[config.mk]
export PLATFORM = sky130hd
export DESIGN_NAME = accum_sequencer_flat
export DESIGN_NICKNAME = d
export VERILOG_FILES = /design/src/rtl/accum_pkg.sv /design/src/rtl/accum_sequencer_if.sv /design/src/rtl/accum_flags.sv /design/src/rtl/accum_sequencer.sv /design/src/flat_wrapper.sv
export SDC_FILE = /design/constraint.sdc
export NUM_CORES = 1
export LEC_CHECK = 0
export ABC_AREA = 1
export CORE_MARGIN = 2
export CORE_UTILIZATION = 40
export CTS_CLUSTER_SIZE = 12
export DETAILED_ROUTE_END_ITERATION = 8
export PLACE_DENSITY = 0.81
export SETUP_SLACK_MARGIN = 0.02
export SLEW_MARGIN = 10
export SYNTH_ARGS = -nofsm -noshare
export SYNTH_HDL_FRONTEND = slang
export SYNTH_HIERARCHICAL = 1
export SYNTH_SLANG_ARGS = --single-unit
[constraint.sdc]
create_clock -name CLK -period 3.09 [get_ports CLK]
set_input_delay 0.618 -clock CLK [delete_from_list [all_inputs] [get_ports CLK]]
set_output_delay 0.618 -clock CLK [all_outputs]
set_load 0.1 [all_outputs]
[src/rtl/accum_pkg.sv]
// Shared types and constants for the accumulator sequencer.
package accum_pkg;
  localparam int DATA_W = 8;

  localparam logic [DATA_W-1:0] SAT_POS = 8'h7F;
  localparam logic [DATA_W-1:0] SAT_NEG = 8'h80;

  typedef enum logic [1:0] {
    IDLE = 2'd0,
    EXEC = 2'd1,
    WB   = 2'd2
  } state_t;
endpackage

[src/rtl/accum_sequencer_if.sv]
// Command, external-adder and status signals of the accumulator sequencer.
interface accum_sequencer_if;
  import accum_pkg::*;

  logic              START;
  logic [DATA_W-1:0] OP_IN;
  logic              SEL_IN;
  logic              CLR;
  logic [DATA_W-1:0] X;
  logic [DATA_W-1:0] Y;
  logic              SEL;
  logic [DATA_W-1:0] DATA_IN;
  logic              CNEXT_IN;
  logic [DATA_W-1:0] ACC;
  logic              CARRY;
  logic              ZERO;
  logic              OVF;
  logic              BUSY;
  logic              DONE;
  logic [DATA_W-1:0] OP_CNT;

  modport slave (
    input  START, OP_IN, SEL_IN, CLR, DATA_IN, CNEXT_IN,
    output X, Y, SEL, ACC, CARRY, ZERO, OVF, BUSY, DONE, OP_CNT
  );

  modport master (
    output START, OP_IN, SEL_IN, CLR, DATA_IN, CNEXT_IN,
    input  X, Y, SEL, ACC, CARRY, ZERO, OVF, BUSY, DONE, OP_CNT
  );
endinterface

[src/rtl/accum_flags.sv]
// Zero/signed-overflow flags and the value written back to ACC.
// ACC_SAT_EN: clamp ACC to SAT_POS/SAT_NEG on overflow instead of wrapping.
module accum_flags
  import accum_pkg::*;
(
  input  logic              x_msb,
  input  logic              y_msb,
  input  logic              sel,
  input  logic [DATA_W-1:0] sum,
  output logic [DATA_W-1:0] acc_next,
  output logic              zero,
  output logic              ovf
);
  logic y_eff_msb;

  always_comb begin
    // subtraction feeds ~Y into the adder, so the effective operand sign flips
    y_eff_msb = y_msb ^ sel;
    ovf       = (x_msb == y_eff_msb) && (sum[DATA_W-1] != x_msb);
`ifdef ACC_SAT_EN
    if (ovf) begin
      acc_next = x_msb ? SAT_NEG : SAT_POS;
    end else begin
      acc_next = sum;
    end
`else
    acc_next = sum;
`endif
    zero = (acc_next == '0);
  end
endmodule

[src/rtl/accum_sequencer.sv]
// IDLE->EXEC->WB sequencer driving an external adder; one result per command, DONE in WB.
// ACC_SAT_EN (in accum_flags) selects saturating instead of wrapping writeback.
module accum_sequencer
  import accum_pkg::*;
(
  input  logic              CLK,
  input  logic              RESET,
  accum_sequencer_if.slave  bus
);
  state_t            state, state_nxt;
  logic [DATA_W-1:0] y_q;
  logic              sel_q;
  logic [DATA_W-1:0] acc_q;
  logic              carry_q;
  logic              zero_q;
  logic              ovf_q;
  logic [DATA_W-1:0] cnt_q;
  logic              busy;
  logic              done;
  logic [DATA_W-1:0] acc_next;
  logic              zero_w;
  logic              ovf_w;

  accum_flags u_flags (
    .x_msb    (acc_q[DATA_W-1]),
    .y_msb    (y_q[DATA_W-1]),
    .sel      (sel_q),
    .sum      (bus.DATA_IN),
    .acc_next (acc_next),
    .zero     (zero_w),
    .ovf      (ovf_w)
  );

  always_ff @(posedge CLK or posedge RESET) begin
    if (RESET) begin
      state <= IDLE;
    end else begin
      state <= state_nxt;
    end
  end

  // Commands are only looked at in IDLE; anything arriving while busy is dropped.
  always_comb begin
    state_nxt = state;
    busy      = 1'b0;
    done      = 1'b0;
    case (state)
      IDLE: begin
        if (!bus.CLR && bus.START) begin
          state_nxt = EXEC;
        end
      end
      EXEC: begin
        busy      = 1'b1;
        state_nxt = WB;
      end
      WB: begin
        busy      = 1'b1;
        done      = 1'b1;
        state_nxt = IDLE;
      end
      default: begin
        state_nxt = IDLE;
      end
    endcase
  end

  always_ff @(posedge CLK or posedge RESET) begin
    if (RESET) begin
      y_q     <= '0;
      sel_q   <= 1'b0;
      acc_q   <= '0;
      carry_q <= 1'b0;
      zero_q  <= 1'b1;
      ovf_q   <= 1'b0;
      cnt_q   <= '0;
    end else begin
      case (state)
        IDLE: begin
          if (bus.CLR) begin
            acc_q   <= '0;
            carry_q <= 1'b0;
            zero_q  <= 1'b1;
            ovf_q   <= 1'b0;
          end else if (bus.START) begin
            y_q   <= bus.OP_IN;
            sel_q <= bus.SEL_IN;
          end
        end
        EXEC: begin
          acc_q   <= acc_next;
          carry_q <= bus.CNEXT_IN;
          zero_q  <= zero_w;
          ovf_q   <= ovf_w;
          cnt_q   <= cnt_q + 8'd1;
        end
        default: begin
        end
      endcase
    end
  end

  assign bus.X      = acc_q;
  assign bus.Y      = y_q;
  assign bus.SEL    = sel_q;
  assign bus.ACC    = acc_q;
  assign bus.CARRY  = carry_q;
  assign bus.ZERO   = zero_q;
  assign bus.OVF    = ovf_q;
  assign bus.BUSY   = busy;
  assign bus.DONE   = done;
  assign bus.OP_CNT = cnt_q;
endmodule

[src/flat_wrapper.sv]
// flat-port wrapper written by rule: the top's interface ports become plain ports
module accum_sequencer_flat import accum_pkg::*;
  (CLK, RESET, bus_START, bus_OP_IN, bus_SEL_IN, bus_CLR, bus_DATA_IN, bus_CNEXT_IN, bus_X, bus_Y, bus_SEL, bus_ACC, bus_CARRY, bus_ZERO, bus_OVF, bus_BUSY, bus_DONE, bus_OP_CNT);
  accum_sequencer_if bus_i ();
  input  logic CLK;
  input  logic RESET;
  input wire logic [$bits(bus_i.START)-1:0] bus_START;
  input wire logic [$bits(bus_i.OP_IN)-1:0] bus_OP_IN;
  input wire logic [$bits(bus_i.SEL_IN)-1:0] bus_SEL_IN;
  input wire logic [$bits(bus_i.CLR)-1:0] bus_CLR;
  input wire logic [$bits(bus_i.DATA_IN)-1:0] bus_DATA_IN;
  input wire logic [$bits(bus_i.CNEXT_IN)-1:0] bus_CNEXT_IN;
  output wire logic [$bits(bus_i.X)-1:0] bus_X;
  output wire logic [$bits(bus_i.Y)-1:0] bus_Y;
  output wire logic [$bits(bus_i.SEL)-1:0] bus_SEL;
  output wire logic [$bits(bus_i.ACC)-1:0] bus_ACC;
  output wire logic [$bits(bus_i.CARRY)-1:0] bus_CARRY;
  output wire logic [$bits(bus_i.ZERO)-1:0] bus_ZERO;
  output wire logic [$bits(bus_i.OVF)-1:0] bus_OVF;
  output wire logic [$bits(bus_i.BUSY)-1:0] bus_BUSY;
  output wire logic [$bits(bus_i.DONE)-1:0] bus_DONE;
  output wire logic [$bits(bus_i.OP_CNT)-1:0] bus_OP_CNT;
  assign bus_i.START = bus_START;
  assign bus_i.OP_IN = bus_OP_IN;
  assign bus_i.SEL_IN = bus_SEL_IN;
  assign bus_i.CLR = bus_CLR;
  assign bus_i.DATA_IN = bus_DATA_IN;
  assign bus_i.CNEXT_IN = bus_CNEXT_IN;
  assign bus_X = bus_i.X;
  assign bus_Y = bus_i.Y;
  assign bus_SEL = bus_i.SEL;
  assign bus_ACC = bus_i.ACC;
  assign bus_CARRY = bus_i.CARRY;
  assign bus_ZERO = bus_i.ZERO;
  assign bus_OVF = bus_i.OVF;
  assign bus_BUSY = bus_i.BUSY;
  assign bus_DONE = bus_i.DONE;
  assign bus_OP_CNT = bus_i.OP_CNT;
  accum_sequencer u_core (.CLK(CLK), .RESET(RESET), .bus(bus_i));
endmodule
; ---- Word level (Yosys, flattened, before mapping)
; Index checks and enable logic that the tools add are counted.
[classes]
add_sub_neg = 1
n_eq_ne = 6
n_mux = 11
bitwise_logic = 2
n_reduce_logical = 9
[op_table]
columns = operator, count
row1 = one-hot mux 8 bit (2 select lines), 1
row2 = adder 8 x 1 -> 8 bit (second input constant), 1
row3 = logical NOT 8 bit, 1
row4 = 2-to-1 mux 8 bit, 1
row5 = one-hot mux 1 bit (2 select lines), 3
row6 = 2-to-1 mux 1 bit, 4
row7 = one-hot mux 2 bit (2 select lines), 1
row8 = AND reduction 3 bit, 1
row9 = equality test 2 x 1 -> 1 bit (second input constant), 1
row10 = equality test 2 bit (second input constant), 1
row11 = logical AND 1 bit, 2
row12 = logical NOT 2 bit, 1
row13 = 2-to-1 mux 2 bit, 1
row14 = inequality test 2 x 1 -> 1 bit (second input constant), 1
row15 = inequality test 2 bit (second input constant), 1
row16 = AND reduction 2 bit, 1
row17 = nonzero test 2 bit, 1
row18 = OR reduction 2 bit, 1
row19 = equality test 1 bit, 1
row20 = logical NOT 1 bit, 1
row21 = inequality test 1 bit, 1
row22 = NOT 1 bit, 1
row23 = XOR 1 bit, 1
[word_totals]
register_bits = 30
in_bits = 22
out_inout_bits = 38
elab_cells = 37

; ---- Depth between registers and ports, before layout
; Gate-level depths: netlist of the first run.
[logic_depth]
ltp_word = 4
ltp_mapped = 9
mapped_depth_nobuf = 8

; ---- Modules after synthesis
; Netlist of the first run, hierarchy kept.
[by_module_without_submodules]
columns = mod, n_inst, cells_per_inst, area_each_um2
row1 = accum_sequencer, 1, 161, 1432.6
row2 = accum_flags, 1, 28, 140.1

; ---- Least setup slack after synthesis of the first run
; OpenSTA, ideal clock, no wires.
[synth_path]
path_kind = flip-flop to output port
startpoint = register u_core.acc_q[7] (netlist: u_core/bus.ACC[7])
endpoint = output bus_X[7]
arrival_ns = 1.381
slack_ns = 1.091
stages_incl_launch_ff = 2
n_path_buf = 1
path_cell_list = dfrtp_1 buf_4
[synth_rtl]
columns = element, line_no
row1 = start: declaration, accum_sequencer.sv:13  ; logic [DATA_W-1:0] acc_q;
row2 = start signal: assignment, accum_sequencer.sv:91  ; acc_q <= acc_next;
row3 = end: declaration, flat_wrapper.sv:13  ; output wire logic [$bits(bus_i.X)-1:0] bus_X;
; No word-level cell between the ends.

; ---- Final worst setup path of the first run
[layout_path]
startpoint = register u_core.state[0]
endpoint = output bus_BUSY
[layout_via]
elab_chain_cells = 3
word_cells_on_any_way = 4
cone_classes = eq/ne (2) / mux (1) / reduce/logical (1)
[layout_lines]
columns = element, line_no
row1 = start: declaration, accum_sequencer.sv:10  ; state_t state, state_nxt;
row2 = start signal: assignment, accum_sequencer.sv:38  ; state <= state_nxt;
row3 = equality test 2 bit / equality test 2 x 1 -> 1 bit (equally long branches), accum_sequencer.sv:47  ; case (state)
row4 = OR reduction 2 bit (no source line) (*), n/a
row5 = 2-to-1 mux 1 bit (*), accum_sequencer.sv:47
row6 = end: declaration, flat_wrapper.sv:20  ; output wire logic [$bits(bus_i.BUSY)-1:0] bus_BUSY;
; Mark *: on every way between the ends. The rest lies on a longest branch, timed or not.

==> results.toml, run 1 <==
[floorplan]
die-area_um2 = 4450
rows = 22
die_y_um = 66.7
start_util_pct = 42.3
die_w_um = 66.7
io_pins = 60
core_um2 = 3720

[clock_tree]
clock_latency_ps = 280
cts_buffers = 5
cts_sinks = 30
root_buffer = "clkbuf_8"
hold_buffers = 0
h-tree-depth = 2
cts.clk_slew.worst_paths_ps = 70
cts_max_path_buffers = 2
cts_resized = 0
cts_tree = "yes"
cts_setup_buffers = 0

[setup_path]
setup.worst_path.start_class = "register"
path_delay_family = "buffers and inverters"
critical_path.slowest_cell = "dfrtp_1"
worst_ep_required_time_ps = 2470
critPathKind = "reg2out"
crit_arrival_ps = 1270
cp_max_fo = 3
path_depth = 3
r2r_cells = 6
worstSetupEndpointType = "output port"
worstPathCellList = "inv_1 -> ha_1 -> buf_4"
critPathMaxStageDelay_ps = 360
critical_path_buf_inv_count = 2

[synth]
synth_cells = 189
synth_seq_area_share_pct = 47.8
synth-main-ff-cell = "dfrtp_1"
synth_seq_cells = 30
avgSynthCellArea_um2 = 8.32
synth_edf_count = 0
synth.distinct_cells = 21
syn_area_um2 = 1570
async_flop_share_pct = 100
ys_warn_count = 6
syn_nets = 215

[timing]
fin_crit_ps = 1880
setup_viol = 0
fmax_ghz = 0.531
hold_violations = 0
timing.slew.headroom_pct = 58.9
fin_crit_sh_pct = 61.0
finalMaxSlewViolations = 0
finalSetupTns_ps = 0
worst_pin_slew_ps = 614
clock_skew_ps = 4.43
rsz0062_at_grt = "false"

[cells_and_area]
diodes = 0
layout_common_cells = "nand2_1 (64), buf_4 (39), dfrtp_1 (29), clkdlybuf4s50_1 (21), inv_1 (17)"
fin_util_pct = 56.0
stdcell_count = 284
final_common_cell = "nand2_1"
design_area_um2 = 2080
area_growth_syn_to_layout_pct = 32.2
n_fill_cell = 360
layout-drive-gt1-share_pct = 24.2
multi_input_area_um2 = 579
finalNetCount = 261
regArea_um2 = 752

[place]
post-dp-hpwl_um = 2340
io_buffers = 59
gp_congestion = 0.694
dp_cells = 276
post_dp_cell_area_um2 = 1970

[grt]
grt_pass1_wl_um = 5090
grt.overflow.total = 0
antenna_found_initial = 0
grt_usage_pct = 15.2
grt_start_max_net_pins = 31
grt_pass1_vias = 1186

[drt]
wl_per_cell_um = 10.9
drc = 0
num_vias = 1267
firstDrtPassIters = 4
via_per_inst = 4.46
routed_wl_um = 3100
drt_iter0_drc = 59
drtAntennaViolNets = 0

[worst_hold_path]
hold_path_depth = 2
worstHoldPathType = "reg2reg"

[flow_run]
maxCapViolations = 0

[status]
status = "completed"
[cell families after synthesis]
kind of cell / share of synthesized area, %
AND/OR/NAND/NOR: 27.8
XOR/XNOR: 1.67
buffers and inverters: 15.4
AO/OA/AOI/OAI: 4.14
adder cells (fa/ha/maj): 3.18
flip-flops: 47.8
[registers in the layout, summed over array words and instances, names as in the netlist]
signal	flops
u_core/state	2
u_core/bus.OP_CNT	8
u_core/bus.ACC	8
u_core/bus.CARRY	1
u_core/bus.SEL	1
u_core/bus.OVF	1
u_core/bus.Y	8
u_core/bus.ZERO	1
[path summary, 6_finish.rpt]
path | slack (ps) | endpoint | start
max reg2reg | 1490 | u_core/bus.ZERO | u_core/state[1]
max in group asynchronous | 2070 | u_core/bus.ZERO | RESET
max | 1210 | bus_BUSY | u_core/state[0]
min in group asynchronous | 710 | u_core/bus.OP_CNT[6] | RESET
min | 480 | u_core/bus.Y[4] | u_core/bus.Y[4]
min reg2reg | 480 | u_core/bus.Y[4] | u_core/bus.Y[4]
[cell usage after synthesis (3+ instances only)]
cell / count / area (um^2)
xor2_1: 3 / 26.3
buf_6: 4 / 45.0
nor2_1: 11 / 41.3
dfrtp_1: 29 / 726
nand2_1: 64 / 240
nand3_1: 14 / 70.1
o21ai_0: 12 / 60.1
ha_1: 4 / 50.1
inv_1: 17 / 63.8
buf_4: 16 / 120
[stage by stage]
| step | setup WS (ps) | hold slack (ps) |
|---|---|---|
| 2_1_floorplan | 1090 | 552 |
| 3_3_place_gp | 1180 | 465 |
| 3_5_place_dp | 1150 | 464 |
| 4_1_cts | 1200 | 481 |
| 5_1_grt | 1130 | 517 |
| 6_report | 1210 | 482 |
[area by class of cell]
class	instances	share of cell area [%]
inverters	19	3.43
clock inverters	3	2.17
multi-input cells	119	27.9
repair buffers	60	24.2
flip-flops and latches	30	36.2
clock buffers	5	3.31
well taps	48	2.89
[worst reg2reg max path, stage by stage (launching register included)]
cell and delay, ps:
dfrtp_1 360, inv_1 70, ha_1 290, nor2_1 530, nor2_1 110, nor2_1 110
nor2_1 50
[per-layer routing]
metal / vias to the layer above / share of wire [%] / track usage (%)
met5: - / 0 / 0
met4: 0 / 0.26 / 3.06
met2: 44 / 46 / 25.6
met3: 2 / 8.1 / 6.08
met1: 564 / 46 / 18.3
li1: 657 / - / -
Power of run 1 is not shown: default switching activity piles up to over one toggle a cycle in this logic, so the estimate is an artifact.
==> run 2, diff against run 1 <==
clock period = 1.81 ns   (was 3.09 ns; I/O delays follow)
==> run 2 against run 1 <==
Cell count up 0.35%. Worst setup slack got worse by 980 ps. Cell area grew 23%. Sequential share of layout area is 6.8 points lower. Clock-buffer cell count up 3. Die area unchanged. Register-to-register slack worse by 1300 ps. Critical path depth is the same. Hold slack got worse by 41 ps. Non-clock buffer count grew 1.
==> results.toml, run 2 (same netlist as run 1, synthesis figures left out) <==
[grt]
grt_pass1_wl_um = 5940
antenna_found_initial = 0
busiest_layer = "met2"
global_route.usage.met3_pct = 6.76
grt_pass1_vias = 1253
grt_util_met1_pct = 24.0
grt_start_max_net_pins = 31
grt_usage_pct = 18.5
grt.overflow.total = 0
grt_use_met2_pct = 27.4

[timing]
setup_viol = 0
fin_crit_sh_pct = 87.7
finalSetupTns_ps = 0
finalMaxSlewViolations = 0
fin_crit_ps = 1590
setup_slack_ps = 223
hold_violations = 0
fmax_ghz = 0.630
rsz0062_at_grt = "false"
worst_pin_slew_ps = 596
timing.slew.headroom_pct = 60.1
clock_skew_ps = 6.55

[cells_and_area]
final_common_cell = "nand2_1"
n_fill_cell = 280
layout-drive-gt1-share_pct = 24.5
area_growth_syn_to_layout_pct = 62.7
layout_common_cells = "nand2_1 (64), buf_12 (38), dfrtp_1 (29), clkdlybuf4s50_1 (21), inv_1 (17)"
finalNetCount = 262
diodes = 0

[clock_tree]
cts.clk_slew.worst_paths_ps = 60
cts_setup_buffers = 0
hold_buffers = 0
cts_max_path_buffers = 2
cts_sinks = 30
clock_latency_ps = 290
h-tree-depth = 2
cts_tree = "yes"
root_buffer = "clkbuf_8"
cts_buffers = 5
cts_resized = 0

[drt]
num_vias = 1318
wl_per_cell_um = 12.1
drtAntennaViolNets = 0
drc = 0
drt_iter0_drc = 93
via_per_inst = 4.62
firstDrtPassIters = 5
routed_wl_um = 3460

[place]
post-dp-hpwl_um = 2660
gp_congestion = 0.737
post-place-ws_ps = 141
io_buffers = 59

[floorplan]
core_um2 = 3720
io_pins = 60
rows = 22
die_y_um = 66.7
start_util_pct = 42.3
die_w_um = 66.7
die-area_um2 = 4450

[status]
status = "completed"

[setup_path]
crit_arrival_ps = 1230
worst_ep_required_time_ps = 1450
critPathKind = "reg2out"
setup.worst_path.start_class = "register"
cp_max_fo = 3
worstSetupEndpointType = "output port"

[worst_hold_path]
worstHoldPathType = "in2async"

[flow_run]
maxCapViolations = 0
## run 2: cell types whose count changed in the layout (fill, tap and decap cells not counted), sizes merged
cell / previous run / this run
buf: 39 / 40
bufinv: 1 / 0
clkbuf: 5 / 8
clkinvlp: 2 / 0
## run 2: layout make-up
| type | instances | area, um^2 | area share [%] |
|---|---|---|---|
| repair buffers | 61 | 986 | 38.5 |
| flip-flops and latches | 30 | 752 | 29.4 |
| inverters | 19 | 71.3 | 2.79 |
| multi-input cells | 119 | 579 | 22.6 |
| clock buffers | 8 | 110 | 4.30 |
| well taps | 48 | 60.1 | 2.35 |
## run 2: worst paths after layout
path / slack (ps) / cells past startpoint / end / startpoint
setup / recovery: 220 / 3 / bus_BUSY / u_core/state[0]
hold / removal: 440 / 3 / u_core/bus.OP_CNT[4] / RESET
setup reg to reg: 230 / 5 / u_core/bus.ACC[4] / u_core/state[1]
hold reg to reg: 520 / 2 / u_core/bus.ZERO / u_core/bus.ZERO
max in group asynchronous: 1050 / 3 / u_core/bus.ZERO / RESET
min in group CLK: 520 / 2 / u_core/bus.ZERO / u_core/bus.ZERO
## run 2: layer usage
layer  vias up  wire length [um]
li1        660                 -
met5         -                 0
met2        50              1610
met3        10               251
met1       598              1520
met4         0                78
## run 2: metrics by stage
step	utilization, %	cell area [um^2]	std cells	hold WS [ps]
after floorplan	-	1570	189	452
after global placement	65.9	2450	277	510
after detailed placement	65.9	2450	277	512
after CTS	68.9	2560	285	446
after global routing	68.9	2560	285	492
final	68.9	2560	285	442
## run 2: worst max-delay path, stage by stage, from the launching register on
cell,delay [ps]
dfrtp_1,360
inv_1,80
ha_1,330
buf_12,180
Power of run 2 is left out for the same reason.
==> run 3, diff against run 2 <==
--- a/config.mk
+++ b/config.mk
@@ -7,8 +7,8 @@
 export LEC_CHECK = 0
-export ABC_AREA = 1
+export ABC_AREA = 0
 export CORE_MARGIN = 2
-export CORE_UTILIZATION = 40
+export CORE_UTILIZATION = 42
 export CTS_CLUSTER_SIZE = 12
 export DETAILED_ROUTE_END_ITERATION = 8
-export PLACE_DENSITY = 0.81
+export PLACE_DENSITY = 0.87
 export SETUP_SLACK_MARGIN = 0.02
--- a/constraint.sdc
+++ b/constraint.sdc
@@ -3,2 +3,2 @@
 set_output_delay 0.362 -clock CLK [all_outputs]
-set_load 0.1 [all_outputs]
+set_load 0.02 [all_outputs]
==> run 3 against run 2 <==
Utilization is 4.9 points lower. First-iteration DRC count is 74% lower. Sequential share of layout area is 8.5 points higher. Sequential cell count stayed put. Non-clock buffer count is 1 higher. Area after synthesis is 11% lower. Hold slack worse by 190 ps. Via count is 24% lower. Wire length is 17% lower. Register-to-register slack better by 40 ps. Cell area is 22% lower.
==> results.toml, run 3 <==
[setup_path]
crit_arrival_ps = 1360
critPathKind = "reg2out"
worstPathCellList = "clkdlybuf4s50_1"
setup.worst_path.start_class = "register"
critical_path_buf_inv_count = 1
cp_max_fo = 4
worstSetupEndpointType = "output port"
critical_path.slowest_cell = "clkdlybuf4s50_1"
worst_ep_required_time_ps = 1450
path_delay_family = "buffers and inverters"
critPathMaxStageDelay_ps = 640

[synth]
avgSynthCellArea_um2 = 12.5
syn_area_um2 = 1400
synthXorXnorAreaFrac_pct = 5.02
netlist.area_leader.share_pct = 52.0
synth_edf_count = 0
synth_top_family_by_area = "buffers and inverters"
synth_seq_area_share_pct = 53.9
synth_fa_ha_area_share_pct = 3.59
syn_nets = 138
synth_compound_area_share_pct = 8.07
yosys.area_share.simple_pct = 8.52
yosysTopAreaCell = "dfrtp_1"
synth.area.mux_share_pct = 8.79
synth_area_leaders = "dfrtp_1 (52%), buf_4 (9.7%), mux2_2 (8.1%)"
async_flop_share_pct = 100
synthTopCellsByCount = "dfrtp_1 (29), buf_4 (18), a22o_1 (10), mux2_2 (10), inv_1 (6)"
ys_warn_count = 6
synth_seq_cells = 30
yosysMostFrequentCell = "dfrtp_1"
synth_cells = 112
synth-main-ff-cell = "dfrtp_1"
synth.distinct_cells = 26

[power_and_ir_drop]
p_clk_share_pct = 9.6
pwr-share-seq_pct = 33.3
power.density_nw_per_um2 = 1840
comb_power_share_pct = 57.1
switching_share_pct = 40.3
power.internal_uw = 2180
switchingPower_uw = 1470
vdd_drop_max_v = 0.00101
p_leak_uw = 0.000933

[timing]
rsz0062_at_grt = "false"
worst_pin_slew_ps = 392
fin_crit_ps = 1730
finalSetupTns_ps = 0
setup_viol = 0
fmax_ghz = 0.579
worst_hold_slack_ps = 249
clock_skew_ps = 6.27
finalMaxSlewViolations = 0
hold_violations = 0
setup_slack_ps = 83.4
timing.slew.headroom_pct = 73.8
fin_crit_sh_pct = 95.4

[cells_and_area]
layout_common_cells = "clkdlybuf4s50_1 (51), dfrtp_1 (29), a22o_1 (10), mux2_2 (10), inv_1 (6)"
regArea_um2 = 752
final_common_cell = "clkdlybuf4s50_1"
area_growth_syn_to_layout_pct = 42.2
n_fill_cell = 277
finalNetCount = 188
diodes = 0
layout-drive-gt1-share_pct = 13.6
multi_input_area_um2 = 474

[drt]
num_vias = 1007
via_per_inst = 4.89
drtAntennaViolNets = 0
wl_per_cell_um = 14.0
routed_wl_um = 2880
drc = 0
firstDrtPassIters = 4
drt_iter0_drc = 24

[place]
gp_congestion = 0.706
io_buffers = 59
post-dp-hpwl_um = 2190
post-place-ws_ps = 35.7

[grt]
grt_usage_pct = 16.9
grt_pass1_wl_um = 4510
antenna_found_initial = 0
grt_start_max_net_pins = 27
grt.overflow.total = 0
grt_pass1_vias = 1029

[flow_run]
maxCapViolations = 0

[clock_tree]
cts_max_path_buffers = 2
cts_buffers = 5
cts_sinks = 30
h-tree-depth = 2
clock_latency_ps = 320
cts_tree = "yes"
cts.clk_slew.worst_paths_ps = 90
root_buffer = "clkbuf_4"

[floorplan]
rows = 20
die-area_um2 = 3800
core_um2 = 3100
die_y_um = 61.6
start_util_pct = 45.0
io_pins = 60
die_w_um = 61.6

[worst_hold_path]
worstHoldPathType = "in2async"

[status]
status = "completed"
## run 3: changes by cell type after synthesis, sizes merged, moves of 11 or more
cell | before | now
inv | 19 | 6
nand2 | 66 | 4
nand3 | 14 | 0
nor2 | 16 | 5
o21ai | 13 | 2
## run 3: worst register-to-register path: stages (launching register included)
cell and delay (ps):
dfrtp_1 390, inv_1 110, ha_1 330, and2_1 420, a22o_1 220
## run 3: area by class of cell
class	instances	area share (%)
Sequential cell	30	37.9
Tap cell	44	2.77
Multi-Input combinational cell	57	23.9
Clock buffer	7	2.27
Timing Repair Buffer	62	32.0
Inverter	6	1.13
## run 3: kinds of logic (layout without fill, tap and decap cells)
kind of cell	count (synthesis)	after routing
compound gates	14	14
xor+xnor	8	8
fa+ha+maj	4	4
buf+inv	25	75
flops	30	30
mux	11	11
simple gates	20	20
## run 3: final timing paths
| kind | from | to | slack (ps) | cells after the start |
|---|---|---|---|---|
| setup / recovery | u_core/bus.OP_CNT[5] | bus_OP_CNT[5] | 80 | 1 |
| hold / removal | RESET | u_core/bus.Y[2] | 250 | 2 |
| setup reg to reg | u_core/state[1] | u_core/bus.ACC[1] | 270 | 4 |
| hold reg to reg | u_core/bus.ZERO | u_core/bus.ZERO | 470 | 2 |
| max in group asynchronous | RESET | u_core/bus.ZERO | 1080 | 3 |
| min in group CLK | u_core/bus.ZERO | u_core/bus.ZERO | 470 | 2 |
## run 3: per-stage QoR
step	instance area (um^2)	utilization, %	total power, uW	instances
5_1_grt	1980	64.0	3920	206
4_1_cts	1960	63.3	3700	205
3_3_place_gp	1920	61.9	3290	198
2_1_floorplan	1400	-	2510	112
3_5_place_dp	1920	61.9	3360	198
6_report	1980	64.0	3650	206
## run 3: power by group through the flow
stage               registers (uW)  clock network, uW  logic (uW)
floorplan                     1560                  0         950
global placement              1210                  0        2070
detailed placement            1230                  0        2120
CTS                           1220                370        2100
global route                  1260                409        2250
finish                        1210                351        2090
## run 3: routing by layer
metal | GRT usage (%) | vias up | part of all wire (%)
met4 | 6.08 | 0 | 0.97
met3 | 8.40 | 4 | 9.8
li1 | - | 465 | -
met5 | 0 | - | 0
met2 | 29.2 | 48 | 50
met1 | 17.7 | 490 | 39
## run 3: timing repair
| action | CTS | global route |
|---|---|---|
| endpoints found under the setup margin | 3 | 6 |
| buffers inserted | 0 | 1 |
| pin swaps | 0 | 0 |
| gates resized for setup | 3 | 6 |
| hold buffers | 0 | 0 |
Note: power is estimated with default switching activity, not from simulation.
